**src/rtl/synchro_bus_monitor.sv**
```systemverilog
// Receive-side monitor for a synchro_register bus: classifies each BUS sample,
// debounces the class over STABLE samples and reports levels, entry events and counts.
module synchro_bus_monitor #(
  parameter int N      = 4,
  parameter int STABLE = 3,
  parameter int CW     = 8
)(
  input  logic          CLK,
  input  logic          RESET,
  input  logic [N-1:0]  BUS,
  output logic          IS_ZEROES,
  output logic          IS_ONES,
  output logic          MIXED,
  output logic          ZEROES_EVT,
  output logic          ONES_EVT,
  output logic [CW-1:0] ZEROES_CNT,
  output logic [CW-1:0] ONES_CNT
);
  localparam int RW = $clog2(STABLE + 1);

  typedef enum logic [1:0] {ST_UNK, ST_ZERO, ST_ONE, ST_MIX} state_t;
  typedef enum logic [1:0] {C_ZERO, C_ONE, C_MIX} cls_t;

  logic [N-1:0] bus_q;
  logic         smp_vld;
  cls_t         cls, run_cls;
  logic [RW-1:0] run, run_nxt;
  state_t       state, tgt;

  always_comb begin
    cls = C_MIX;
    if (&bus_q)      cls = C_ONE;
    else if (~|bus_q) cls = C_ZERO;
  end

  always_comb begin
    tgt = ST_MIX;
    case (cls)
      C_ZERO:  tgt = ST_ZERO;
      C_ONE:   tgt = ST_ONE;
      default: tgt = ST_MIX;
    endcase
  end

  // Run length including the sample currently in bus_q; the FSM acts on this
  // same edge so a report lands on the STABLE-th edge after the first sample.
  always_comb begin
    run_nxt = '0;
    if (smp_vld) begin
      if (run != '0 && cls == run_cls)
        run_nxt = (run == RW'(STABLE)) ? run : run + RW'(1);
      else
        run_nxt = RW'(1);
    end
  end

  always_ff @(posedge CLK or posedge RESET) begin
    if (RESET) begin
      bus_q      <= '0;
      smp_vld    <= 1'b0;
      run        <= '0;
      run_cls    <= C_ZERO;
      state      <= ST_UNK;
      IS_ZEROES  <= 1'b0;
      IS_ONES    <= 1'b0;
      MIXED      <= 1'b0;
      ZEROES_EVT <= 1'b0;
      ONES_EVT   <= 1'b0;
      ZEROES_CNT <= '0;
      ONES_CNT   <= '0;
    end else begin
      bus_q      <= BUS;
      smp_vld    <= 1'b1;
      run        <= run_nxt;
      run_cls    <= cls;
      ZEROES_EVT <= 1'b0;
      ONES_EVT   <= 1'b0;
      if (run_nxt == RW'(STABLE) && state != tgt) begin
        state     <= tgt;
        IS_ZEROES <= (tgt == ST_ZERO);
        IS_ONES   <= (tgt == ST_ONE);
        MIXED     <= (tgt == ST_MIX);
        if (tgt == ST_ZERO) begin
          ZEROES_EVT <= 1'b1;
          if (ZEROES_CNT != '1) ZEROES_CNT <= ZEROES_CNT + CW'(1);
        end
        if (tgt == ST_ONE) begin
          ONES_EVT <= 1'b1;
          if (ONES_CNT != '1) ONES_CNT <= ONES_CNT + CW'(1);
        end
      end
    end
  end
endmodule

```
**config.mk**
```make
export PLATFORM = sky130hd
export DESIGN_NAME = synchro_bus_monitor
export DESIGN_NICKNAME = d
export VERILOG_FILES = /design/src/rtl/synchro_bus_monitor.sv
export SDC_FILE = /design/constraint.sdc
export NUM_CORES = 1
export LEC_CHECK = 0
export BUFFER_PORTS_ARGS = -buffer_cell sky130_fd_sc_hd__buf_4
export CAP_MARGIN = 20
export CELL_PAD_IN_SITES_DETAIL_PLACEMENT = 1
export CELL_PAD_IN_SITES_GLOBAL_PLACEMENT = 1
export CORE_MARGIN = 10
export CORE_UTILIZATION = 43
export DETAILED_ROUTE_END_ITERATION = 8
export GPL_TIMING_DRIVEN = 0
export PLACE_DENSITY_LB_ADDON = 0.05
export SYNTH_ARGS = -nofsm -noshare
export SYNTH_HDL_FRONTEND = slang
export SYNTH_SLANG_ARGS = --single-unit
```
**constraint.sdc**
```tcl
create_clock -name CLK -period 2.4 [get_ports CLK]
set_input_delay 0.12 -clock CLK [delete_from_list [all_inputs] [get_ports CLK]]
set_output_delay 0.12 -clock CLK [all_outputs]
set_load 0.05 [all_outputs]
```
### Word level (Yosys, flattened, before mapping)

Cells that the tools add are included.

* flip-flop bits (word level): 32
* bits of input ports: 6
* output and inout port bits: 21
* logic and storage cells: 43

* $add $sub $neg: 3
* equal/unequal tests: 10
* multiplexer cells: 10
* reduce and logical (&&, ||, !) cells: 8

Operators by type and width (count)
* $add 8x1->8 const B: 2
* $ne 8x8->1 const B: 2
* $mux 2: 5
* $eq 2x2->1 const B: 4
* $reduce_and 3->1: 2
* $eq 2x1->1 const B: 2
* $mux 1: 4
* $pmux 2 s2: 1
* $reduce_and 4->1: 1
* $reduce_or 4->1: 1
* $add 2x1->2 const B: 1
* $eq 2x2->1: 1
* $logic_and 1x1->1: 2
* $logic_not 2->1: 1
* $ne 2x2->1: 1
* $reduce_bool 2->1: 1

### Depth between registers and ports, before layout

Gate-level depths: netlist of the first run.

* word-level depth: 10
* gate-level depth with buffers: 7
* depth with buffers taken out: 6

### Worst setup path before layout of the first run

No wires, ideal clock.

* path kind: flip-flop to flip-flop
* start point: register ONES_CNT[0]
* end point: register ONES_CNT[1]
* setup time: 0.128 ns
* data arrival time: 1.764 ns
* setup slack: 0.508 ns
* stages on the path, launching flop included: 7
* path buffers: 0
* cell sequence: dfrtp_1 > ha_1 > nand3_1 > o211ai_1 > nor2_2 > nand3_2 > mux2_1

* longest elaborated chain between the ends: 2
* elaborated cells on any way between the ends: 3
* those cells by class: add/sub: 1; eq/ne: 1; reduce/logical: 1

Ends and longest elaborated chain
* start: declaration: line 17 `output logic [CW-1:0] ONES_CNT`
* start signal: assignment: line 89 `if (ONES_CNT != '1) ONES_CNT <= ONES_CNT + CW'(1);`
* branches (longest 2 deep; another with $add 8x1->8)

Several ways; the timed one is not identified.
A chain may end at the register's enable or synchronous reset.

### Worst setup path after layout of the first run

* start point: register bus_q[1]
* end point: register ZEROES_CNT[1]

* longest elaborated chain between the ends: 10
* elaborated cells on any way between the ends: 16
* those cells by class: eq/ne: 5; mux: 5; reduce/logical: 6

Ends and longest elaborated chain
* start: declaration: line 24 `logic [N-1:0] bus_q;`
* start signal: assignment: line 59 `bus_q <= '0;`
* start signal: assignment: line 72 `bus_q <= BUS;`
* $reduce_or 4->1: line 33 `else if (~|bus_q) cls = C_ZERO;`
* $mux 2: line 33
* $mux 2 *: line 32 `if (&bus_q) cls = C_ONE;`
* $eq 2x2->1: line 50 `if (run != '0 && cls == run_cls)`
* $logic_and 1x1->1: line 50
* $mux 2: line 50
* $mux 2: line 49 `if (smp_vld) begin`
* $eq 2x2->1: line 78 `if (run_nxt == RW'(STABLE) && state != tgt) begin`
* $logic_and 1x1->1: line 78
* $reduce_and 3->1 (no line) *
* end signal: assignment: line 85 `if (ZEROES_CNT != '1) ZEROES_CNT <= ZEROES_CNT + CW'(1);`
* end: declaration: line 16 `output logic [CW-1:0] ZEROES_CNT,`

Mark *: on every way between the ends. The rest lies on a longest branch, timed or not.

==> metrics.txt, run 1 <==
DP Worst Slack=0.3528 ns; first-pass GRT wire length=5885 um; Final Wtd Congestion=0.8161; core area=3337 um^2; nets=174; hold_buf cts=5; Initial DRC Count=37; Post-synth ARST share=100.0%; starting density of the core=44.58%; worst setup margin=0.3916 ns; Max-Cap Viols=0; Synth Instances=127; PD cells=675.9 nW/um^2; pin count of the biggest net entering global routing=19; Fillers=375; unrepaired setup endpoints after global routing=false; DIE WIDTH=78.82 um; final instance area=1877 um^2; Post-DRT Antenna Nets=0; DRC violations left=0; Die Y=78.82 um; crit-path max FO=6; share of power burned in registers=50.5%; P_sw=433.0 uW; CTS root buf=clkbuf_4; Synth-to-Final Area Change=26.16%; Design Power=1269 uW; CTS sink cnt=32; # resized after CTS=0; Final setup viols=0; vias in the first global route=1196; fraction of layout cells with a size suffix above 1=31.74%; TritonCTS clock tree=yes; clock skew=0.006392 ns; minimum clock period=2.008 ns; CTS clock-pin slew for the worst setup and hold paths=0.09 ns; Worst Hold Class=in2async; EDFF count, synth=0; CP startpoint kind=flip-flop; GRT Util Overall=12.04%; commonest non-fill, non-tap cell in the layout=dfrtp_1; Clock Power Share=24.9%; #FFs+latches synth=32; Tcrit/Tclk final=83.68%; antenna violations before repair=0; net count after synthesis=135; status=completed; worst-case clock buffer depth=2; worst hold slack=0.4350 ns; Std-Cell Rows=21; Worst-Skew Late Latency=0.33 ns; Slew HR=57.06%; CP required=2.62 ns; Yosys warnings=0; register area share after synthesis=53.83%; H-tree depth=2; Inserted Diodes=0; Max Slew Vio Count=0; Remaining Overflow, GRT=0; die footprint=6213 um^2; CP startpoint=bus_q[1]$_DFF_PP0_; post-placement cell area=1768 um^2; mapped cell area=1488 um^2; Tightest Pin Transition=0.6435 ns; Distinct cells, synth=37; commonest non-fill, non-tap cells in the layout=32 x dfrtp_1, 26 x buf_4, 10 x xnor2_1; number of port buffers=26; crit path capture type=flip-flop; Sw Share=34.13%; internal power=835.6 uW; Max Fclk=497.9 MHz; Arr. time, crit path=2.23 ns; combinational power share=24.7%; CTS Buf Count=5; final wirelength=3367 um; Lkg Pwr=0.0008596 uW; average wire per standard cell=15.81 um; # IOs=27; Post-synth top flop=dfrtp_1; setup bufs post-CTS=0; drt pass-1 iters=4; Worst VDD drop=0.0003489 V; Avg Synthesized Cell Area=11.71 um^2; vias per inst=5.188; DP HPWL=2574 um; Worst R2R Start=bus_q[1]$_DFF_PP0_; CP Class=reg2reg; via count=1105; setup TNS=0 ns; final hold violations=0
stage by stage:
step	utilization, %	cells
global placement	52.16	199
CTS	56.24	213
global route	56.24	213
finish	56.24	213
floorplan	-	127
detailed placement	52.98	200
cell usage after synthesis (2+ instances only):
cell / n / area [um^2]
nor2_2: 2 / 12.51
ha_1: 2 / 25.02
nor3_1: 2 / 10.01
nand2_1: 7 / 26.28
xnor2_1: 10 / 87.58
mux2_2: 5 / 56.30
mux2_1: 2 / 22.52
nor2_1: 9 / 33.78
nand3_2: 2 / 20.02
nand2b_1: 2 / 12.51
dfrtp_1: 32 / 800.8
inv_1: 8 / 30.03
nand4_1: 9 / 56.30
mux2i_1: 2 / 20.02
a31oi_1: 3 / 18.77
nand3_1: 9 / 45.04
critical path, stage by stage, from the launching register on:
cell,delay [ns]
dfrtp_1,0.46
nor4_4,0.46
o2111ai_2,0.22
nor3_2,0.39
mux2_2,0.38
metal layers:
metal | up-vias | wire, um | track usage, %
li1 | 532 | - | -
met1 | 539 | 1393 | 13.11
met2 | 28 | 1676 | 19.33
met3 | 6 | 234 | 6.194
met4 | 0 | 63 | 5.197
met5 | - | 0 | 0
sequential cells by signal, summed over array words and instances (netlist names):
name        flops
smp_vld         1
IS_ONES         1
run             2
ZEROES_EVT      1
ZEROES_CNT      8
run_cls         2
state           2
ONES_EVT        1
MIXED           1
ONES_CNT        8
bus_q           4
IS_ZEROES       1
final timing paths:
path	slack (ns)	cells past startpoint	endpoint
max	0.39	4	ZEROES_CNT[1]$_DFFE_PP0P_
min	0.43	3	ONES_CNT[2]$_DFFE_PP0P_
max reg2reg	0.39	4	ZEROES_CNT[1]$_DFFE_PP0P_
min reg2reg	0.48	1	run[0]$_DFF_PP0_
max in group asynchronous	1.46	4	MIXED$_DFFE_PP0P_
min in group CLK	0.44	2	bus_q[2]$_DFF_PP0_
cell families after synthesis:
family | synth area share [%]
AOI/OAI and AO/OA | 7.485
xor gates and xnor gates | 6.476
adders and majority gates | 1.682
buffers and inverters | 3.028
DFF | 53.83
muxes | 6.644
other | 0.2521
and+or+nand+nor | 20.61
power by group through the flow:
stage	logic (uW)	clock network, uW	registers (uW)
floorplan	138	0	724
global placement	298	0	645
detailed placement	311	0	650
CTS	318	328	641
global route	338	365	647
finish	313	315	640
layout make-up:
type                       count  area [um^2]  share of cell area [%]
inverter                       9        33.78                   1.800
buffer                         1        11.26                  0.6000
clock buffer                   8        58.81                   3.133
multi-input combinational     85        641.9                   34.20
tap                           46        57.56                   3.067
timing repair buffer          32        272.8                   14.53
sequential                    32        800.8                   42.67
Note: power is estimated with default switching activity, not from simulation.
==> inputs of run 2 (changes only) <==
--- a/config.mk
+++ b/config.mk
@@ -5,12 +5,13 @@
 export SDC_FILE = /design/constraint.sdc
 export NUM_CORES = 1
 export LEC_CHECK = 0
+export ABC_AREA = 1
 export BUFFER_PORTS_ARGS = -buffer_cell sky130_fd_sc_hd__buf_4
 export CAP_MARGIN = 20
 export CELL_PAD_IN_SITES_DETAIL_PLACEMENT = 1
 export CELL_PAD_IN_SITES_GLOBAL_PLACEMENT = 1
 export CORE_MARGIN = 10
-export CORE_UTILIZATION = 43
+export CORE_UTILIZATION = 38
 export DETAILED_ROUTE_END_ITERATION = 8
 export GPL_TIMING_DRIVEN = 0
 export PLACE_DENSITY_LB_ADDON = 0.05
==> constraint.sdc (replaced) <==
create_clock -name CLK -period 1.65 [get_ports CLK]
set_input_delay 0.0825 -clock CLK [delete_from_list [all_inputs] [get_ports CLK]]
set_output_delay 0.0825 -clock CLK [all_outputs]
set_load 0.05 [all_outputs]
==> metrics.txt, run 2 <==
Sw Share=33.23% (-0.91 points); final instance area=2298 um^2 (+22%); R2R setup slack=-0.002 ns (-0.39 ns); P_sw=781.7 uW (+81%); failing checks=setup timing; CP startpoint=bus_q[0]$_DFF_PP0_; Worst Setup EP=ONES_CNT[6]$_DFFE_PP0P_; Post-DRT Antenna Nets=0 (unchanged); Worst R2R Start=bus_q[0]$_DFF_PP0_; share of power burned in registers=39.4% (-11 points); Yosys warnings=0 (unchanged); # IOs=27 (unchanged); count leader, synth=nand2_1; final std cells w/o fill=278 (+31%); commonest non-fill, non-tap cell in the layout=nand2_1; GRT Util Overall=11.71% (-0.33 points); final hold violations=0 (unchanged); Synth-to-Final Area Change=42.40%; Post-synth top flop=dfrtp_1; Final Util=56.65% (+0.40 points); Std-Cell Rows=23 (+9.5%); core area=4058 um^2 (+22%); PD cells=1024 nW/um^2 (+51%); Avg Synthesized Cell Area=9.119 um^2 (-22%); Placed Instances=254 (+27%); CP startpoint kind=flip-flop; DRC violations left=0 (unchanged); #FFs+latches synth=32 (unchanged); setup TNS=-0.002131 ns (-0.002131 ns); Synth Instances=177 (+39%); Critical R2R Capture=ONES_CNT[6]$_DFFE_PP0P_; Die Y=85.17 um (+8.1%); met3 WL post-DR=154 um (-34%); top post-synthesis cells by count=49 x nand2_1, 32 x dfrtp_1, 17 x nand4_1; Max Slew Vio Count=0 (unchanged); Inserted Diodes=0 (unchanged); Slew HR=58.88% (+1.8 points); H-tree depth=2 (unchanged); Top Layer Used=met4; number of port buffers=26 (unchanged); worst-case clock buffer depth=2 (unchanged); die footprint=7254 um^2 (+17%); pin count of the biggest net entering global routing=20 (+1); area leader, netlist=dfrtp_1; worst setup margin=-0.002131 ns (-0.3937 ns); average wire per standard cell=15.84 um (+0.19%); unrepaired setup endpoints after global routing=true; Final Wtd Congestion=0.7923 (-2.9%); Initial DRC Count=34 (-8.1%); via count=1397 (+26%); minimum clock period=1.652 ns (-0.3563 ns); Post-synth ARST share=100.0% (unchanged); vias in the first global route=1451 (+21%); crit path capture type=flip-flop; Largest regs=ONES_CNT x8, ZEROES_CNT x8, bus_q x4; status=finished, violations left; register area share after synthesis=49.61% (-4.2 points); CP required=1.82 ns (-0.80 ns); antenna violations before repair=0 (unchanged); crit-path max FO=7 (+1); TritonCTS clock tree=yes; commonest non-fill, non-tap cells in the layout=40 x nand2_1, 31 x buf_4, 25 x dfrtp_1, 17 x nand4_1, 14 x nand2_2; CP Class=reg2reg; met2 WL post-DR=2381 um (+42%); CTS root buf=clkbuf_8; Worst-Skew Late Latency=0.28 ns (-0.05 ns); Worst VDD drop=0.0006614 V (+90%); combinational power share=29.2% (+4.5 points); CTS clock-pin slew for the worst setup and hold paths=0.07 ns (-0.02 ns); wl on met1=1812 um (+30%); Clock Power Share=31.4% (+6.5 points); Max Fclk=605.3 MHz (+22%); CTS sink cnt=32 (unchanged); starting density of the core=39.78% (-4.8 points); mapped cell area=1614 um^2 (+8.5%); CTS Buf Count=5 (unchanged); Arr. time, crit path=1.83 ns (-0.40 ns); vias per inst=5.025 (-3.1%); Synth area leaders=dfrtp_1 50%, nand2_1 11%, nand4_1 6.6%; net count after synthesis=185 (+37%); clock skew=0.004109 ns (-0.002284 ns); Lkg Pwr=0.001155 uW (+34%); fraction of layout cells with a size suffix above 1=41.23% (+9.5 points); post-placement cell area=1921 um^2 (+8.6%); Remaining Overflow, GRT=0 (unchanged); Distinct cells, synth=27 (-27%); first-pass GRT wire length=6893 um (+17%); Max-Cap Viols=0 (unchanged); drt pass-1 iters=4 (unchanged); FF-to-FF path depth=9 (+5); final wirelength=4403 um (+31%); Final setup viols=1 (+1); DP HPWL=2931 um (+14%); internal power=1571 uW (+88%); Tightest Pin Transition=0.6161 ns (-0.02733 ns); Worst Hold Class=in2async; EDFF count, synth=0 (unchanged); DIE WIDTH=85.17 um (+8.1%); Synth top area share=49.61% (-4.2 points); nets=235 (+35%); Tcrit/Tclk final=100.1% (+16 points)
run 2: layer usage:
layer | track usage (%) | vias up
li1 | - | 675
met1 | 12.73 | 700
met2 | 20.64 | 17
met3 | 3.346 | 5
met4 | 4.940 | 0
met5 | 0 | -
run 2: kinds of logic (layout without fill, tap and decap cells):
group | Yosys count | in the layout | share of synthesized area [%]
DFF | 32 | 32 | 49.61
xor gates and xnor gates | 10 | 10 | 5.427
buffers and inverters | 18 | 68 | 4.807
other | 1 | 1 | 0.2323
and+or+nand+nor | 105 | 106 | 35.27
AOI/OAI and AO/OA | 9 | 9 | 3.101
adders and majority gates | 2 | 2 | 1.550
run 2: timing repair:
action                                 4_1_cts  5_1_grt
hold buffers                                 5        0
buffers inserted                             6        3
gates cloned                                 1        1
setup endpoints to repair                   23       21
endpoints found under the hold margin       17        0
resized for setup                           16       15
pin swaps                                    7       19
run 2: worst min-delay path by stage:
| stage | startpoint | to | slack, ns |
|---|---|---|---|
| 2_1_floorplan | BUS[0] | bus_q[0]$_DFF_PP0_ | 0.11 |
| 3_3_place_gp | BUS[1] | bus_q[1]$_DFF_PP0_ | 0.19 |
| 3_5_place_dp | BUS[2] | bus_q[2]$_DFF_PP0_ | 0.19 |
| 4_1_cts | RESET | IS_ZEROES$_DFFE_PP0P_ | 0.43 |
| 5_1_grt | BUS[0] | bus_q[0]$_DFF_PP0_ | 0.46 |
| 6_report | RESET | IS_ZEROES$_DFFE_PP0P_ | 0.43 |
run 2: critical path, cell delays in order (launching register included):
cell,delay (ns)
dfrtp_1,0.41
nor2_4,0.14
nand2_4,0.11
nand2_1,0.09
nand2_2,0.09
a21oi_4,0.23
buf_12,0.14
nand4_4,0.17
nand2_1,0.11
nand2_1,0.05
run 2: layout make-up:
type / count / area [um^2]
multi-input cells: 128 / 863.3
clock buffers: 6 / 72.57
plain buffers: 2 / 15.01
repair buffers: 42 / 375.4
flip-flops and latches: 32 / 809.5
inverters: 16 / 65.06
well taps: 50 / 62.56
fillers: 462 / 1759
clock inverters: 2 / 35.03
run 2: metrics by stage:
step	worst slack, ns	total power [uW]	hold slack (ns)
floorplan	0.02995	1322	0.1139
global placement	-0.04611	1451	0.1930
detailed placement	-0.1687	1484	0.1934
CTS	0.001507	2299	0.4327
global route	-0.1059	2483	0.4567
finish	-0.002131	2353	0.4326
run 2: power by group through the flow:
| stage | clock, uW | combinational [uW] | sequential, uW |
|---|---|---|---|
| after floorplan | 0 | 251 | 1070 |
| after global placement | 0 | 522 | 929 |
| after detailed placement | 0 | 545 | 938 |
| after CTS | 768 | 606 | 925 |
| after global routing | 804 | 737 | 943 |
| final | 738 | 687 | 928 |
